File: src/rtl/hwag_sync_ctrl.sv
`default_nettype none
// ============================================================================
// Module   : hwag_sync_ctrl
// Brief    : HWAG tooth/gap acquisition FSM, tooth counter and sync strobes.
//            Optional macro HWAG_SYNC_LOSS_CNT_EN adds a saturating loss counter.
// Revision : 1.0
// ============================================================================
module hwag_sync_ctrl #(
    parameter int TCNT_WIDTH = 8,
    parameter int TOOTH_LOAD = 2,
    parameter int TOOTH_TOP  = 57,
    parameter int FILL_CNT   = 3
) (
    input  logic                  clk,
    input  logic                  rst,
    input  logic                  meas_vld,
    input  logic                  gap_found,
    input  logic                  period_normal,
    input  logic                  pcnt_ovf,
    output logic                  cap_clr,
    output logic [2:0]            state,
    output logic                  sync,
    output logic [TCNT_WIDTH-1:0] tcnt,
    output logic                  tooth_stb,
    output logic                  rev_stb,
    output logic                  loss_stb,
    output logic [7:0]            loss_cnt
);

    localparam int FW = (FILL_CNT > 1) ? $clog2(FILL_CNT + 1) : 1;
    localparam logic [FW-1:0]         C_FILL_ONE = FW'(1);
    localparam logic [FW-1:0]         C_FILL_TOP = FW'(FILL_CNT);
    localparam logic                  C_SKIP_FILL = (FILL_CNT <= 1);
    localparam logic [TCNT_WIDTH-1:0] C_TLOAD = TCNT_WIDTH'(TOOTH_LOAD);
    localparam logic [TCNT_WIDTH-1:0] C_TTOP  = TCNT_WIDTH'(TOOTH_TOP);
    localparam logic [TCNT_WIDTH-1:0] C_TONE  = TCNT_WIDTH'(1);

    typedef enum logic [2:0] {
        ST_IDLE   = 3'd0,
        ST_FILL   = 3'd1,
        ST_SEARCH = 3'd2,
        ST_VERIFY = 3'd3,
        ST_SYNC   = 3'd4
    } state_t;

    state_t                r_state_q, w_state_d;
    logic [TCNT_WIDTH-1:0] r_tcnt_q, w_tcnt_d;
    logic [FW-1:0]         r_fill_q, w_fill_d;
    logic                  r_sync_q, w_sync_d;
    logic                  r_cap_clr_q, w_cap_clr_d;
    logic                  r_tooth_stb_q, w_tooth_stb_d;
    logic                  r_rev_stb_q, w_rev_stb_d;
    logic                  r_loss_stb_q, w_loss_stb_d;
    logic                  w_tracking;

    always_comb begin
        w_state_d     = r_state_q;
        w_tcnt_d      = r_tcnt_q;
        w_fill_d      = r_fill_q;
        w_cap_clr_d   = 1'b0;
        w_tooth_stb_d = 1'b0;
        w_rev_stb_d   = 1'b0;
        w_loss_stb_d  = 1'b0;
        w_tracking    = (r_state_q == ST_VERIFY) || (r_state_q == ST_SYNC);

        // A stall outranks any edge arriving in the same cycle
        if (pcnt_ovf && (r_state_q != ST_IDLE)) begin
            w_state_d    = ST_IDLE;
            w_tcnt_d     = '0;
            w_fill_d     = '0;
            w_cap_clr_d  = 1'b1;
            w_loss_stb_d = w_tracking;
        end else if (meas_vld) begin
            case (r_state_q)
                ST_IDLE: begin
                    w_fill_d  = C_FILL_ONE;
                    w_state_d = C_SKIP_FILL ? ST_SEARCH : ST_FILL;
                end
                ST_FILL: begin
                    w_fill_d = r_fill_q + C_FILL_ONE;
                    if (w_fill_d == C_FILL_TOP) begin
                        w_state_d = ST_SEARCH;
                    end
                end
                ST_SEARCH: begin
                    if (gap_found && period_normal) begin
                        w_state_d     = ST_VERIFY;
                        w_tcnt_d      = C_TLOAD;
                        w_tooth_stb_d = 1'b1;
                    end
                end
                ST_VERIFY, ST_SYNC: begin
                    if ((r_tcnt_q != C_TTOP) && !gap_found && period_normal) begin
                        w_tcnt_d      = r_tcnt_q + C_TONE;
                        w_tooth_stb_d = 1'b1;
                    end else if ((r_tcnt_q == C_TTOP) && gap_found && period_normal) begin
                        w_tcnt_d      = C_TLOAD;
                        w_tooth_stb_d = 1'b1;
                        w_rev_stb_d   = (r_state_q == ST_SYNC);
                        w_state_d     = ST_SYNC;
                    end else begin
                        w_state_d    = ST_SEARCH;
                        w_tcnt_d     = '0;
                        w_loss_stb_d = 1'b1;
                    end
                end
                default: begin
                    w_state_d = ST_IDLE;
                    w_tcnt_d  = '0;
                    w_fill_d  = '0;
                end
            endcase
        end

        w_sync_d = (w_state_d == ST_SYNC);
    end

    always_ff @(posedge clk) begin
        if (rst) begin
            r_state_q     <= ST_IDLE;
            r_tcnt_q      <= '0;
            r_fill_q      <= '0;
            r_sync_q      <= 1'b0;
            r_cap_clr_q   <= 1'b0;
            r_tooth_stb_q <= 1'b0;
            r_rev_stb_q   <= 1'b0;
            r_loss_stb_q  <= 1'b0;
        end else begin
            r_state_q     <= w_state_d;
            r_tcnt_q      <= w_tcnt_d;
            r_fill_q      <= w_fill_d;
            r_sync_q      <= w_sync_d;
            r_cap_clr_q   <= w_cap_clr_d;
            r_tooth_stb_q <= w_tooth_stb_d;
            r_rev_stb_q   <= w_rev_stb_d;
            r_loss_stb_q  <= w_loss_stb_d;
        end
    end

`ifdef HWAG_SYNC_LOSS_CNT_EN
    logic [7:0] r_loss_cnt_q, w_loss_cnt_d;

    always_comb begin
        w_loss_cnt_d = r_loss_cnt_q;
        if (w_loss_stb_d && (r_loss_cnt_q != 8'hFF)) begin
            w_loss_cnt_d = r_loss_cnt_q + 8'd1;
        end
    end

    always_ff @(posedge clk) begin
        if (rst) begin
            r_loss_cnt_q <= 8'd0;
        end else begin
            r_loss_cnt_q <= w_loss_cnt_d;
        end
    end

    assign loss_cnt = r_loss_cnt_q;
`else
    assign loss_cnt = 8'd0;
`endif

    assign state     = r_state_q;
    assign sync      = r_sync_q;
    assign tcnt      = r_tcnt_q;
    assign cap_clr   = r_cap_clr_q;
    assign tooth_stb = r_tooth_stb_q;
    assign rev_stb   = r_rev_stb_q;
    assign loss_stb  = r_loss_stb_q;

endmodule
`default_nettype wire

File: config.mk
export PLATFORM = sky130hd
export DESIGN_NAME = hwag_sync_ctrl
export DESIGN_NICKNAME = d
export VERILOG_FILES = /design/src/rtl/hwag_sync_ctrl.sv
export SDC_FILE = /design/constraint.sdc
export NUM_CORES = 1
export LEC_CHECK = 0
export ABC_CLOCK_PERIOD_IN_PS = 2800
export BUFFER_PORTS_ARGS = -buffer_cell sky130_fd_sc_hd__buf_2
export CAP_MARGIN = 5
export CORE_ASPECT_RATIO = 0.75
export CORE_UTILIZATION = 35
export CTS_CLUSTER_SIZE = 12
export DETAILED_ROUTE_END_ITERATION = 6
export PLACE_DENSITY_LB_ADDON = 0.3
export SLEW_MARGIN = 5
export SYNTH_ARGS = -nofsm -noshare
export SYNTH_HDL_FRONTEND = slang
export SYNTH_SLANG_ARGS = --single-unit
File: constraint.sdc
create_clock -name clk -period 2.8 [get_ports clk]
set_input_delay 0.42 -clock clk [delete_from_list [all_inputs] [get_ports clk]]
set_output_delay 0.42 -clock clk [all_outputs]
set_load 0.005 [all_outputs]
[Yosys cells after proc, flatten, opt, wreduce, memory -nomap -nowiden]
Index checks and enable logic that the tools add are counted.
Operators by class
  add/subtract/negate cells: 2
  eq/ne operators: 9
  reductions and logical operators: 18
  multiplexer cells: 22
  bitwise logic cells: 5
Operators by type and width (number)
  $pmux W8 S3: 1
  $mux W3: 6
  $mux W8: 2
  $pmux W3 S4: 1
  $mux W1: 9
  $add A8 B1 Y8 const B: 1
  $eq A8 B6 Y1 const B: 1
  $ne A8 B6 Y1 const B: 1
  $eq A3 B2 Y1 const B: 2
  $eq A3 B3 Y1 const B: 2
  $logic_and A1 B1 Y1: 6
  $pmux W2 S3: 1
  $reduce_or A2 Y1: 3
  $reduce_or A3 Y1: 2
  $reduce_or A6 Y1: 1
  $not A1 Y1: 5
  $eq A3 B1 Y1 const B: 1
  $logic_not A3 Y1: 1
  $reduce_and A3 Y1: 1
  $reduce_bool A3 Y1: 1
  $add A2 B1 Y2 const B: 1
  $eq A2 B2 Y1 const B: 1
  $mux W2: 1
  $ne A2 B2 Y1 const B: 1
  4 further kinds: 4
Word-level totals
  word-level logic and storage cells: 64
  output and inout bits: 24
  bits in registers: 18

[Longest topological paths before layout]
Gate-level depths: netlist of run 1.
  depth in word-level cells: 9
  depth in mapped cells: 7

[Least setup slack after synthesis of run 1]
No wires, ideal clock.
  path kind: reg2reg
  start point: register r_tcnt_q[0], in the netlist tcnt[0]
  end point: register r_sync_q, in the netlist sync
  slack: 0.973 ns
  setup time: 0.100 ns
  stages on the path, launching flop included: 6
  data arrival time: 1.728 ns
  data required time: 2.700 ns
  path through: dfxtp_1 ha_1 or4b_4 nor3_4 a31oi_1 a2111oi_4
Between the ends
  cells in the longest elaborated chain, start to end: 9
  elaborated cells between the ends (all ways): 12
  classes of those cells: eq/ne (3); mux (5); reduce/logical (4)
RTL lines
  from (decl): line 47  | logic [TCNT_WIDTH-1:0] r_tcnt_q, w_tcnt_d;
  from (signal assigned): line 130  | r_tcnt_q <= w_tcnt_d;
  $eq A8 B6 Y1: line 96  | end else if ((r_tcnt_q == C_TTOP) && gap_found && period_normal) begin
  $logic_and A1 B1 Y1 (2 in series): line 96
  $mux W3: line 96
  $mux W3 (*): line 93  | if ((r_tcnt_q != C_TTOP) && !gap_found && period_normal) begin
  $pmux W3 S4 (*): line 74  | case (r_state_q)
  $mux W3 (*): line 73  | end else if (meas_vld) begin
  $mux W3 (*): line 67  | if (pcnt_ovf && (r_state_q != ST_IDLE)) begin
  $eq A3 B3 Y1 (*): line 115  | w_sync_d = (w_state_d == ST_SYNC);
  to (signal assigned): line 132  | r_sync_q <= w_sync_d;
  to (decl): line 49  | logic r_sync_q, w_sync_d;
Mark *: on every way between the ends. The rest lies on a longest branch, timed or not.
A chain may end at the register's enable or synchronous reset.

[Worst setup path after layout of run 1]
Same ends and word-level chain as after synthesis.

==> metrics.cfg, run 1 <==
[layout]
fillers = 310
final_cell_area_sq_um = 1270
fin_nets = 164
fin_cells = 192
drive_above_1_share_pct = 24.7
regArea_sq_um = 360
multi_input_area_sq_um = 688
diodes = 0
area_growth_pct = 11.0

[power_and_ir_drop]
p_leak_nw = 0.545
pwr_density_cell_nw_per_um2 = 444
vdd_ir_drop_max_mv = 0.228

[route]
viasPerCell = 5.17
via_count = 993
wl_per_cell_um = 12.8
postRouteAntennaNets = 0
wl_um = 2450
first_pass_iters = 4
drc = 0
drt_iter0_drc = 44

[worst_setup_path]
path_buf_inv = 0
r2r_slack_ns = 0.76
crit_path_start_kind = flip-flop
end_kind = flip-flop
path_cells = ha_1, or4b_4, o21ai_1, o221ai_2, a2111oi_4
arrival_ns = 2.20
crit_slowest_cell = or4b_4
critPathRequiredTime_ns = 2.97
critPathKind = flip-flop to flip-flop
cpLargestDelayFamily = compound AO/OA/AOI/OAI gates
crit_fanout = 6
slowest_delay_ns = 0.48

[sta]
fin_crit_sh_pct = 72.7
skew_ns = 0.00559
fmax_mhz = 491
worst_slew_pin_slew_ns = 0.542
rsz0062_at_grt = no
setup_viol = 0
fin_hold_ws_ns = 0.377
hold_violations = 0
final-max-slew-violation-count = 0
layout_setup_ws_ns = 0.764
fin_setup_tns_ns = 0
min_period_ns = 2.04
slew_headroom_pct = 63.5

[clock_tree]
cts-hold-fix-buffers = 0
htreeDepth = 1
cts.sinks = 18
cts_buffer_depth = 2
cts_setup_buffers = 0
root_buffer = clkbuf_8
cts_tree = yes
cts-resized-gates = 0
clkLatencyLatePin_ns = 0.26
clk_pin_slew_worst_paths_ns = 0.07
cts_buffers = 3

[synthesis]
ys.flop_type = dfxtp_1
yosys_register_bits = 18
synth_top_area_share_pct = 31.5
synthDistinctLibCells = 37
ys_seq_area_share_pct = 31.5
synth_top_area_cell = dfxtp_1
syn_area_per_cell_sq_um = 8.48
synthTopCellsByArea = dfxtp_1 (31%), xor2_1 (6.1%), buf_4 (5.9%)
synth_edf_count = 0
synth_area_sq_um = 1140
postSynthCellCount = 135
synth_most_common_cell = dfxtp_1
synth_common_cells = dfxtp_1 (18), nor2_1 (16), nand2_1 (11)
async_reset_ff_share_pct = 0
yosysWarningCount = 0

[die]
die_w_um = 68.0
die_area_sq_um = 3510
core_sq_um = 3020
ios = 30
row_count = 17
chipHeight_um = 51.5
start_util_pct = 37.9

[global_route]
overflow = 0
grt_pass1_wl_um = 4310
gr-usage-all-layers_pct = 16.8
grt_pass1_vias = 868
grt_max_degree = 15
antenna_found_initial = 0

[place]
place.gp.congestion = 0.860
dpl.cell_count = 188
port_buffers = 21
place_hpwl_um = 1830
place_area_sq_um = 1220
place_ws_ns = 0.763

[worst_hold_path]
hp-class = input port to flip-flop

[run]
maxCapViolCount = 0

[status]
outcome = completed

-- report_power, final --
group / switching (mW) / internal (mW) / leakage (nW)
Sequential: 0.0113 / 0.262 / 0.146
Clock: 0.0925 / 0.125 / 0.0288
Combinational: 0.0454 / 0.0280 / 0.371
Total: 0.149 / 0.416 / 0.545
-- final cells by class --
type,count,area share [%]
Clock buffer,4,4.33
Inverter,4,1.18
Multi-Input combinational cell,107,54.1
Sequential cell,18,28.3
Tap cell,38,3.74
Timing Repair Buffer,21,8.27
-- kinds of logic after synthesis --
group,Yosys count,synth area share [%]
mux,2,1.97
flops,18,31.5
buf+inv,17,10.7
fa+ha+maj,3,3.28
other cells,1,0.328
xor+xnor,8,6.12
compound gates,27,18.1
simple gates,59,28.0
-- final timing paths --
path              depth (start not counted)        start     endpoint
hold / removal                            2          rst      cap_clr
setup reg to reg                          5      tcnt[0]         sync
setup / recovery                          5      tcnt[0]         sync
hold reg to reg                           2  r_fill_q[1]  r_fill_q[1]
-- cells in the final DEF (no fill, tap or decap), types with 3 or more instances in the layout --
cell type / n
a21oi_1: 8
and3_1: 4
buf_2: 21
clkbuf_8: 4
conb_1: 8
dfxtp_1: 18
ha_1: 3
inv_1: 4
nand2_1: 11
nand3_1: 9
nor2_1: 16
nor2b_1: 5
nor3_1: 3
o21ai_0: 6
xor2_1: 8
-- through the flow --
stage | total power [mW] | util [%]
global route | 0.597 | 42.1
floorplan | 0.344 | -
CTS | 0.569 | 42.1
global placement | 0.352 | 40.3
finish | 0.565 | 42.1
detailed placement | 0.351 | 40.3
-- per-layer routing --
layer | vias up | track usage, % | part of all wire (%)
met3 | 5 | 4.61 | 6.9
met1 | 461 | 25.6 | 52
met4 | 0 | 6.25 | 1.6
li1 | 495 | - | -
met2 | 32 | 21.6 | 40
met5 | - | 0 | 0
-- registers in the layout, indices dropped and copies added, names as in the netlist --
signal / count
tooth_stb: 1
cap_clr: 1
rev_stb: 1
r_fill_q: 2
state: 3
loss_stb: 1
sync: 1
tcnt: 8
-- worst register-to-register path, stage by stage (launching register included) --
cell and delay, ns:
dfxtp_1 0.47, ha_1 0.20, or4b_4 0.48, o21ai_1 0.29
o221ai_2 0.17, a2111oi_4 0.33
No activity file was read; power rests on OpenSTA's default activity.
==> inputs of run 2 (changes only) <==
Settings changed: ABC_AREA set to 1, ABC_CLOCK_PERIOD_IN_PS 2800 to 1900.
Clock period 2.8 ns to 1.9 ns, I/O delays scaled along.
==> run 2 against run 1 <==
Compared with the run above:
- combinational power is 100% higher
- core utilization up 2.8 points
- cell area down 3.1%
- critical path depth rose by 4
- register-to-register slack worse by 0.41 ns
==> metrics.cfg, run 2 <==
[status]
outcome = completed  ; unchanged

[synthesis]
yosys_register_bits = 18  ; unchanged
postSynthCellCount = 146  ; was 135
yosysWarningCount = 0  ; unchanged
synth_top_area_share_pct = 34.0  ; was 31.5%
synth_top_area_cell = dfxtp_1  ; unchanged
synth_most_common_cell = nand2_1  ; was dfxtp_1
syn_area_per_cell_sq_um = 7.26  ; was 8.48 sq um
synth_area_sq_um = 1060  ; was 1140 sq um
synthTopCellsByArea = dfxtp_1 (34%), nand2_1 (8.5%), nor2_1 (7.4%)  ; was dfxtp_1 (31%), xor2_1 (6.1%), buf_4 (5.9%)
synthDistinctLibCells = 31  ; was 37
synth_edf_count = 0  ; unchanged
ys.flop_type = dfxtp_1  ; unchanged
synth_common_cells = nand2_1 (24), nor2_1 (21), dfxtp_1 (18)  ; was dfxtp_1 (18), nor2_1 (16), nand2_1 (11)
async_reset_ff_share_pct = 0  ; unchanged
ys_seq_area_share_pct = 34.0  ; was 31.5%

[global_route]
gr-usage-all-layers_pct = 14.5  ; was 16.8%
grt_pass1_vias = 874  ; was 868
grt_pass1_wl_um = 3620  ; was 4310 um
grt_max_degree = 11  ; was 15
overflow = 0  ; unchanged
antenna_found_initial = 0  ; unchanged

[die]
start_util_pct = 38.6  ; was 37.9%
die_w_um = 65.5  ; was 68.0 um
core_sq_um = 2740  ; was 3020 sq um
ios = 30  ; unchanged
die_area_sq_um = 3250  ; was 3510 sq um
row_count = 16  ; was 17
chipHeight_um = 49.7  ; was 51.5 um

[clock_tree]
cts_buffers = 3  ; unchanged
cts-resized-gates = 0  ; unchanged
root_buffer = clkbuf_8  ; unchanged
cts_buffer_depth = 2  ; unchanged
cts_tree = yes  ; unchanged
clkLatencyLatePin_ns = 0.26  ; about the same
cts_setup_buffers = 0  ; unchanged
cts-hold-fix-buffers = 0  ; unchanged
clk_pin_slew_worst_paths_ns = 0.07  ; about the same
htreeDepth = 1  ; unchanged
cts.sinks = 18  ; unchanged

[worst_setup_path]
crit_fanout = 6  ; unchanged
crit_path_start_kind = flip-flop  ; unchanged
r2r_end = sync  ; unchanged
crit_slowest_cell = dfxtp_1  ; was or4b_4
startpoint = tcnt[0]  ; unchanged
r2r_slack_ns = 0.35  ; was 0.76 ns
critPathKind = flip-flop to flip-flop  ; unchanged
critPathRequiredTime_ns = 2.10  ; was 2.97 ns
r2r_cells = 9  ; was 5
path_cells = ha_1, nand2_1, nor2_1, nand3_1, nand2_1, nand3_1, a21oi_2, nand2_1, nor2_1  ; was ha_1, or4b_4, o21ai_1, o221ai_2, a2111oi_4
crit_path_end = sync  ; unchanged
end_kind = flip-flop  ; unchanged
r2r-start = tcnt[0]  ; unchanged
slowest_delay_ns = 0.43  ; was 0.48 ns
cp_common_cell = nand2_1
arrival_ns = 1.75  ; was 2.20 ns

[place]
place_hpwl_um = 1740  ; was 1830 um
port_buffers = 21  ; unchanged
place_ws_ns = 0.366  ; was 0.763 ns
place.gp.congestion = 0.828  ; was 0.860

[layout]
largest_reg_flops = 8  ; unchanged
area_growth_pct = 16.2  ; was 11.0%
fin_nets = 180  ; was 164
fillers = 292  ; was 310
drive_above_1_share_pct = 27.6  ; was 24.7%
diodes = 0  ; unchanged
mostFrequentLayoutCells = nand2_1 (24), nor2_1 (21), buf_2 (21), dfxtp_1 (18), inv_1 (14)  ; was buf_2 (21), dfxtp_1 (18), nor2_1 (16), nand2_1 (11), nand3_1 (9)
layout_commonest_cell = nand2_1  ; was buf_2

[route]
via_count = 987  ; was 993
viasPerCell = 4.79  ; was 5.17
first_pass_iters = 4  ; unchanged
drc = 0  ; unchanged
postRouteAntennaNets = 0  ; unchanged
wl_um = 2160  ; was 2450 um
drt_iter0_drc = 13  ; was 44
wl_per_cell_um = 10.5  ; was 12.8 um

[sta]
layout_setup_ws_ns = 0.353  ; was 0.764 ns
hold_violations = 0  ; unchanged
fmax_mhz = 646  ; was 491 MHz
fin_crit_sh_pct = 81.4  ; was 72.7%
setup_viol = 0  ; unchanged
min_period_ns = 1.55  ; was 2.04 ns
skew_ns = 0.000994  ; was 0.00559 ns
fin_setup_tns_ns = 0  ; unchanged
final-max-slew-violation-count = 0  ; unchanged
rsz0062_at_grt = no  ; unchanged

[power_and_ir_drop]
p_leak_nw = 0.585  ; was 0.545 nW
vdd_ir_drop_max_mv = 0.325  ; was 0.228 mV
pwr_density_cell_nw_per_um2 = 710  ; was 444 nW/um^2
fin_total_pwr_mw = 0.875  ; was 0.565 mW

[run]
maxCapViolCount = 0  ; unchanged

[worst_hold_path]
hp-class = input port to flip-flop  ; unchanged
holdPathStages = 2  ; unchanged

## run 2: cell count changes after synthesis, moves of 3 or more
cell,delta
nor2_2,+4
inv_1,+10
and3_1,-4
nor2_1,+5
xor2_1,-6
nand3_1,+4
inv_2,+5
nand2_1,+13
nor2b_1,-5
a21oi_1,-3
nand2_2,+3
## run 2: cell type report
cell class / instances / area [sq um] / area share (%)
Multi-Input combinational cell: 106 / 584 / 47.5
Sequential cell: 18 / 360 / 29.3
Timing Repair Buffer: 21 / 105 / 8.54
Inverter: 21 / 81.3 / 6.61
Clock buffer: 4 / 55.1 / 4.47
Tap cell: 36 / 45.0 / 3.66
## run 2: metrics by stage
step / hold WS (ns) / area [sq um] / utilization [%] / instances
after floorplan: 0.357 / 1090 / - / 153
after global placement: 0.469 / 1180 / 42.9 / 202
after global routing: 0.279 / 1230 / 44.9 / 206
after detailed placement: 0.479 / 1180 / 42.9 / 202
final: 0.268 / 1230 / 44.9 / 206
after CTS: 0.266 / 1230 / 44.9 / 206
## run 2: how the worst min path moves through the flow
stage	startpoint	end	slack, ns
2_1_floorplan	rst	cap_clr	0.36
3_3_place_gp	tcnt[5]	tcnt[5]	0.47
3_5_place_dp	tcnt[5]	tcnt[5]	0.48
4_1_cts	rst	state[1]	0.27
5_1_grt	rst	state[1]	0.28
6_report	rst	state[1]	0.27
## run 2: where the power goes
| part | total, mW | internal, mW | switching [mW] |
|---|---|---|---|
| Sequential | 0.409 | 0.393 | 0.0160 |
| Clock | 0.318 | 0.184 | 0.133 |
| Combinational | 0.148 | 0.0517 | 0.0962 |
| Total | 0.875 | 0.629 | 0.246 |
## run 2: logic make-up (layout without fill, tap and decap cells)
| logic type | Yosys count | in the layout | synth area share, % |
|---|---|---|---|
| DFF | 18 | 18 | 34.0 |
| AOI/OAI and AO/OA | 19 | 19 | 13.1 |
| and+or+nand+nor | 74 | 74 | 34.0 |
| buffers and inverters | 29 | 46 | 13.3 |
| other | 1 | 8 | 0.354 |
| xor gates and xnor gates | 2 | 2 | 1.65 |
| adders and majority gates | 3 | 3 | 3.54 |
## run 2: critical path, delay by kind of cell, from the launching register on
kind / cells / cell delay [ns]
and+or+nand+nor: 7 / 0.73
adders and majority gates: 1 / 0.18
AOI/OAI and AO/OA: 1 / 0.14
DFF: 1 / 0.43
## run 2: routing by layer
metal / GRT usage, % / share of wire (%)
met1: 19.0 / 48
met2: 23.0 / 44
met3: 4.63 / 6.8
met4: 3.26 / 0.88
met5: 0 / 0
